===== src/rtl/fifo_empty_block_pkg.sv =====
// Shared definitions for the read-side pointer/flag block of the dual-clock gray-pointer FIFO.
package fifo_empty_block_pkg;

    localparam int FIFO_AW_DEF          = 2;
    localparam int FIFO_SYNC_STAGES_DEF = 2;
    localparam int FIFO_AE_THRESH_DEF   = 1;

    // Pointers carry one extra wrap bit above the RAM address.
    function automatic int fifo_ptr_w(input int aw);
        return aw + 1;
    endfunction

endpackage


===== src/rtl/fifo_empty_block_if.sv =====
// Read-side FIFO bus: raw write gray pointer and pop request in, flags and pointers out.
interface fifo_empty_block_if #(
    parameter int AW = 2
);
    logic [AW:0]   wr_gray_pointer;
    logic          rd_read;
    logic          rd_fifo_empty;
    logic [AW-1:0] rd_addr;
    logic [AW:0]   rd_gray_pointer;
    logic [AW:0]   rd_fifo_level;
    logic          rd_fifo_almost_empty;

    modport master (
        output wr_gray_pointer, rd_read,
        input  rd_fifo_empty, rd_addr, rd_gray_pointer, rd_fifo_level, rd_fifo_almost_empty
    );

    modport slave (
        input  wr_gray_pointer, rd_read,
        output rd_fifo_empty, rd_addr, rd_gray_pointer, rd_fifo_level, rd_fifo_almost_empty
    );
endinterface


===== src/rtl/fifo_empty_block_sync.sv =====
// Plain flop chain bringing the write gray pointer into the read clock domain.
module fifo_gray_sync #(
    parameter int DW          = 3,
    parameter int SYNC_STAGES = 2
) (
    input  logic          rd_clk,
    input  logic          reset,
    input  logic [DW-1:0] din,
    output logic [DW-1:0] dout
);

    logic [DW-1:0] sync_r [SYNC_STAGES];

    // Synchronizer shift chain; no logic between stages.
    always_ff @(posedge rd_clk) begin
        if (reset) begin
            for (int i = 0; i < SYNC_STAGES; i++) begin
                sync_r[i] <= {DW{1'b0}};
            end
        end else begin
            sync_r[0] <= din;
            for (int i = 1; i < SYNC_STAGES; i++) begin
                sync_r[i] <= sync_r[i-1];
            end
        end
    end

    assign dout = sync_r[SYNC_STAGES-1];

endmodule


===== src/rtl/fifo_empty_block.sv =====
// Read-side pointers and registered empty flag of the gray-pointer FIFO.
// Define FIFO_RD_LEVEL_EN to add the registered occupancy level and almost-empty flag.
module fifo_empty_block
    import fifo_empty_block_pkg::*;
#(
    parameter int AW          = FIFO_AW_DEF,
    parameter int SYNC_STAGES = FIFO_SYNC_STAGES_DEF,
    parameter int AE_THRESH   = FIFO_AE_THRESH_DEF
) (
    input  logic               rd_clk,
    input  logic               reset,
    fifo_empty_block_if.slave  rd_if
);

    localparam int PW = fifo_ptr_w(AW);

    logic [PW-1:0] rd_binary_r;
    logic [PW-1:0] rd_gray_r;
    logic          rd_fifo_empty_r;
    logic [PW-1:0] rd_binary_next_s;
    logic [PW-1:0] rd_gray_next_s;
    logic [PW-1:0] rd_wr_gray_sync_s;
    logic          rd_read_ok_s;

    fifo_gray_sync #(
        .DW          (PW),
        .SYNC_STAGES (SYNC_STAGES)
    ) u_wr_sync (
        .rd_clk (rd_clk),
        .reset  (reset),
        .din    (rd_if.wr_gray_pointer),
        .dout   (rd_wr_gray_sync_s)
    );

    // Next read pointer; a pop while empty is dropped.
    always_comb begin
        rd_read_ok_s     = rd_if.rd_read & ~rd_fifo_empty_r;
        rd_binary_next_s = rd_binary_r + {{(PW-1){1'b0}}, rd_read_ok_s};
        rd_gray_next_s   = (rd_binary_next_s >> 1) ^ rd_binary_next_s;
    end

    // Pointer registers and empty flag; empty is judged against the next pointer so the last pop flags at once.
    always_ff @(posedge rd_clk) begin
        if (reset) begin
            rd_binary_r     <= {PW{1'b0}};
            rd_gray_r       <= {PW{1'b0}};
            rd_fifo_empty_r <= 1'b1;
        end else begin
            rd_binary_r     <= rd_binary_next_s;
            rd_gray_r       <= rd_gray_next_s;
            rd_fifo_empty_r <= (rd_gray_next_s == rd_wr_gray_sync_s);
        end
    end

    assign rd_if.rd_fifo_empty   = rd_fifo_empty_r;
    assign rd_if.rd_addr         = rd_binary_r[AW-1:0];
    assign rd_if.rd_gray_pointer = rd_gray_r;

`ifdef FIFO_RD_LEVEL_EN
    localparam logic [PW-1:0] AE_THRESH_W = AE_THRESH[PW-1:0];

    logic [PW-1:0] wr_bin_sync_s;
    logic [PW-1:0] level_next_s;
    logic [PW-1:0] rd_fifo_level_r;
    logic          rd_fifo_almost_empty_r;

    function automatic logic [PW-1:0] gray2bin(input logic [PW-1:0] g);
        logic [PW-1:0] b;
        b[PW-1] = g[PW-1];
        for (int i = PW - 2; i >= 0; i--) begin
            b[i] = b[i+1] ^ g[i];
        end
        return b;
    endfunction

    // A stale synced write pointer can only under-report the level.
    always_comb begin
        wr_bin_sync_s = gray2bin(rd_wr_gray_sync_s);
        level_next_s  = wr_bin_sync_s - rd_binary_next_s;
    end

    // Level and almost-empty registered on the same edge as the empty flag.
    always_ff @(posedge rd_clk) begin
        if (reset) begin
            rd_fifo_level_r        <= {PW{1'b0}};
            rd_fifo_almost_empty_r <= 1'b1;
        end else begin
            rd_fifo_level_r        <= level_next_s;
            rd_fifo_almost_empty_r <= (level_next_s <= AE_THRESH_W);
        end
    end

    assign rd_if.rd_fifo_level        = rd_fifo_level_r;
    assign rd_if.rd_fifo_almost_empty = rd_fifo_almost_empty_r;
`else
    assign rd_if.rd_fifo_level        = {PW{1'b0}};
    assign rd_if.rd_fifo_almost_empty = 1'b0;
`endif

endmodule


===== src/flat_wrapper.sv =====
// flat-port wrapper written by rule: the top's interface ports become plain ports
module fifo_empty_block_flat import fifo_empty_block_pkg::*;
#(
    parameter int AW          = FIFO_AW_DEF,
    parameter int SYNC_STAGES = FIFO_SYNC_STAGES_DEF,
    parameter int AE_THRESH   = FIFO_AE_THRESH_DEF
)
  (rd_clk, reset, rd_if_wr_gray_pointer, rd_if_rd_read, rd_if_rd_fifo_empty, rd_if_rd_addr, rd_if_rd_gray_pointer, rd_if_rd_fifo_level, rd_if_rd_fifo_almost_empty);
  fifo_empty_block_if #(.AW(AW)) rd_if_i ();
  input  logic rd_clk;
  input  logic reset;
  input wire logic [$bits(rd_if_i.wr_gray_pointer)-1:0] rd_if_wr_gray_pointer;
  input wire logic [$bits(rd_if_i.rd_read)-1:0] rd_if_rd_read;
  output wire logic [$bits(rd_if_i.rd_fifo_empty)-1:0] rd_if_rd_fifo_empty;
  output wire logic [$bits(rd_if_i.rd_addr)-1:0] rd_if_rd_addr;
  output wire logic [$bits(rd_if_i.rd_gray_pointer)-1:0] rd_if_rd_gray_pointer;
  output wire logic [$bits(rd_if_i.rd_fifo_level)-1:0] rd_if_rd_fifo_level;
  output wire logic [$bits(rd_if_i.rd_fifo_almost_empty)-1:0] rd_if_rd_fifo_almost_empty;
  assign rd_if_i.wr_gray_pointer = rd_if_wr_gray_pointer;
  assign rd_if_i.rd_read = rd_if_rd_read;
  assign rd_if_rd_fifo_empty = rd_if_i.rd_fifo_empty;
  assign rd_if_rd_addr = rd_if_i.rd_addr;
  assign rd_if_rd_gray_pointer = rd_if_i.rd_gray_pointer;
  assign rd_if_rd_fifo_level = rd_if_i.rd_fifo_level;
  assign rd_if_rd_fifo_almost_empty = rd_if_i.rd_fifo_almost_empty;
  fifo_empty_block #(.AW(AW), .SYNC_STAGES(SYNC_STAGES), .AE_THRESH(AE_THRESH)) u_core (.rd_clk(rd_clk), .reset(reset), .rd_if(rd_if_i));
endmodule

===== config.mk =====
export PLATFORM = sky130hd
export DESIGN_NAME = fifo_empty_block_flat
export DESIGN_NICKNAME = d
export VERILOG_FILES = /design/src/rtl/fifo_empty_block_pkg.sv /design/src/rtl/fifo_empty_block_if.sv /design/src/rtl/fifo_empty_block_sync.sv /design/src/rtl/fifo_empty_block.sv /design/src/flat_wrapper.sv
export SDC_FILE = /design/constraint.sdc
export NUM_CORES = 1
export LEC_CHECK = 0
export BUFFER_PORTS_ARGS = -buffer_cell sky130_fd_sc_hd__buf_2
export CAP_MARGIN = 10
export CORE_MARGIN = 2
export CORE_UTILIZATION = 29
export CTS_CLUSTER_SIZE = 25
export DETAILED_ROUTE_END_ITERATION = 7
export GPL_ROUTABILITY_DRIVEN = 0
export GPL_TIMING_DRIVEN = 0
export HOLD_SLACK_MARGIN = 0.12
export PLACE_DENSITY = 0.49
export SKIP_LAST_GASP = 1
export SLEW_MARGIN = 25
export SYNTH_ARGS = -nofsm -noshare
export SYNTH_HDL_FRONTEND = slang
export SYNTH_SLANG_ARGS = --single-unit
export TNS_END_PERCENT = 50

===== constraint.sdc =====
create_clock -name rd_clk -period 2.3 [get_ports rd_clk]
set_clock_uncertainty 0.15 [all_clocks]
set_input_delay 0.115 -clock rd_clk [delete_from_list [all_inputs] [get_ports rd_clk]]
set_output_delay 0.115 -clock rd_clk [all_outputs]
set_load 0.1 [all_outputs]

==> out/results.tsv <==
stage	metric	value	unit
setup_path	Critical Path RT	2.32	ns
clock_tree	clk buf depth	2	
clock_tree	H-tree levels	1	
synth	Yosys cell types	16	
pwr	Worst VDD drop	0.3045	mV
clock_tree	Clock Latency Late Sink	0.26	ns
synth	adder-cell share of the synthesized area	5.540	%
floorplan	initial core utilization	30.34	%
setup_path	crit path capture type	register	
placement	Place WS	0.5686	ns
synth	Most used DFF post-synth	dfxtp_1	
placement	DP Cell Count	72	
detailed_routing	drt first pass iters	1	
synth	Synth Area in Compound Gates	6.648	%
layout	Final Non-Filler Cells	79	
grt	first-pass GRT wire length	1.097	mm
placement	DP HPWL	453.2	um
sta	RSZ-0062 raised after global routing	no	
sta	fin. max-slew vios	0	
setup_path	kind of critical path	register to register	
detailed_routing	DR DRC count	0	
synth	Synth Area in Simple Gates	17.73	%
floorplan	num rows	14	
grt	grt total ovfl	0	
grt	GRT Util Overall	8.340	%
setup_path	crit-path max cell delay	0.35	ns
floorplan	die area	1889	um2
detailed_routing	via/cell ratio	3.848	
synth	dominant cells by area after synthesis	dfxtp_1 (53%), nor2b_1 (11%), buf_4 (6.6%)	
grt	initial antenna violation count	0	
floorplan	Die Wd	43.47	um
synth	xor and xnor area share after synthesis	7.756	%
clock_tree	TritonCTS buffer count	3	
sta	final setup violation count	0	
grt	vias in the first global route	275	
clock_tree	Num Clock Sinks	12	
min_path	Hold WC Path Type	input port to register	
synth	flops & latches, synth	12	
sta	final setup margin	0.5820	ns
synth	FFs w/ async S/R, synth	0	%
synth	Synth area leader	dfxtp_1	
detailed_routing	Final ANT Viol Nets	0	
setup_path	Critical Path AT	1.74	ns
setup_path	Crit-path slowest cell	ha_1	
layout	ant diodes	0	
synth	Syn Inst Count	42	
run_status	outcome	finished, final reports clean	
sta	Final min period	1.718	ns
sta	fmax	0.5821	GHz
setup_path	ordered cell list for the critical path	nor2b_1 -> ha_1 -> ha_1 -> xnor2_1 -> xnor2_1 -> a221oi_2	
detailed_routing	Routed WL	626	um
setup_path	highest net fanout along the worst path	5	
sta	Setup TNS	0	ns
sta	Final Hold Viols	0	
pwr	Cell Pwr Density	898.9	nW/um2
floorplan	CORE AREA	1489	um2
synth	YS warnings	0	
clock_tree	Post-CTS Setup Inserts	0	
clock_tree	Root Buffer	clkbuf_4	
layout	Area growth, synth to finish	33.24	%
sta	WHS	0.2267	ns
layout	Nets	73	
detailed_routing	vias	304	
layout	fraction of layout cells with a size suffix above 1	33.33	%
synth	top-count cell post-synth	dfxtp_1	
clock_tree	CTS tree	done	
floorplan	Ports	16	
synth	mux contribution to synthesized area	0	%
synth	top cell type's share of synthesized area	53.19	%
grt	largest net degree at the start of global routing	11	
placement	number of port buffers	11	
synth	syn_area_per_cell	10.75	um2
synth	largest family of logic cells by synthesized area	simple AND/OR/NAND/NOR gates	
synth	most common library cells after synthesis	dfxtp_1 (12), nor2b_1 (8), buf_4 (4)	
detailed_routing	post-DR wirelength/cell	7.924	um
clock_tree	CTS clk-pin slew, worst paths	0.07	ns
pwr	P_leak	0.2982	nW
synth	register area share after synthesis	53.19	%
synth	Syn Std Cell Area	451.7	um2
setup_path	Worst setup SP type	register	
flow_run	MaxCap Viol Count	0	
sta	crit share post-route	74.69	%
floorplan	Vert. Die Dim	43.47	um
layout	number of fill cells	149	
detailed_routing	DR iter-0 viols	0	
synth	number of flops mapped to enable cells by yosys	0	
## final timing paths
path / startpoint / endpoint / slack, ns / cells past startpoint
worst max-delay path: u_core.rd_if.rd_fifo_empty / u_core.rd_if.rd_fifo_empty / 0.58 / 6
worst min-delay path: rd_if_rd_read / u_core.rd_binary_r[0] / 0.23 / 4
worst max register to register: u_core.rd_if.rd_fifo_empty / u_core.rd_if.rd_fifo_empty / 0.58 / 6
worst min register to register: u_core.u_wr_sync.sync_r[0][1] / u_core.u_wr_sync.sync_r[0][4] / 0.29 / 1
## power breakdown
| group | total [mW] | internal (mW) | leakage (nW) | switching (mW) |
|---|---|---|---|---|
| Clock | 0.121 | 0.0604 | 0.0138 | 0.0605 |
| Sequential | 0.231 | 0.226 | 0.0983 | 0.00512 |
| Combinational | 0.189 | 0.0438 | 0.186 | 0.146 |
## worst max-delay path, delay by kind of cell (launching register included)
kind | cells | cell delay (ns)
xor gates and xnor gates | 2 | 0.38
and+or+nand+nor | 1 | 0.04
DFF | 1 | 0.32
adders and majority gates | 2 | 0.53
AOI/OAI and AO/OA | 1 | 0.22
## per-stage QoR
| step | total power, mW | cell area (um2) | utilization, % |
|---|---|---|---|
| after global placement | 0.4202 | 539.3 | 36.22 |
| final | 0.5410 | 601.8 | 40.42 |
| after detailed placement | 0.4207 | 539.3 | 36.22 |
| after CTS | 0.5496 | 601.8 | 40.42 |
| after floorplan | 0.3985 | 464.2 | - |
| after global routing | 0.5750 | 601.8 | 40.42 |
## kinds of logic after synthesis
kind of cell	Yosys count
AO/OA/AOI/OAI	3
XOR/XNOR	4
adder cells (fa/ha/maj)	2
buffers and inverters	6
flip-flops	12
other	1
AND/OR/NAND/NOR	14
## cells in the final DEF (no fill, tap or decap), drive strengths merged
cell and n:
buf 15, dfxtp 12, nor2b 9, conb 4, dlygate4sd3 4, clkbuf 4, xnor2 3, nand2 2
nor2 2, ha 2, or2 1, a21oi 1, xor2 1, inv 1, o211a 1, a221oi 1
## routing by layer
metal  up-vias  share of wire, %  GRT usage, %  wire [um]
li1        167                 -             -          -
met1       125                50         9.794        310
met2        10                43         11.34        271
met3         2               6.4         3.750         40
met4         0              0.64         7.273          4
met5         -                 0             0          0
## state kept, by name (all words and copies together) (netlist names)
register / count
u_core.u_wr_sync.sync_r: 6
u_core.rd_if.rd_gray_pointer: 3
u_core.rd_binary_r: 2
u_core.rd_if.rd_fifo_empty: 1
## what timing repair did
action / CTS / global route
resized for setup: 0 / 0
endpoints found under the hold margin: 5 / 0
hold buffers: 4 / 0
## layout make-up
cell class,instances,area (um2),area share [%]
tap,16,20.02,3.326
sequential,12,241.5,40.12
multi-input combinational,27,185.2,30.77
clock buffer,3,22.52,3.742
inverter,1,3.754,0.6237
timing repair buffer,15,95.09,15.80
buffer,5,33.78,5.613
(Power assumes the default switching activity.)
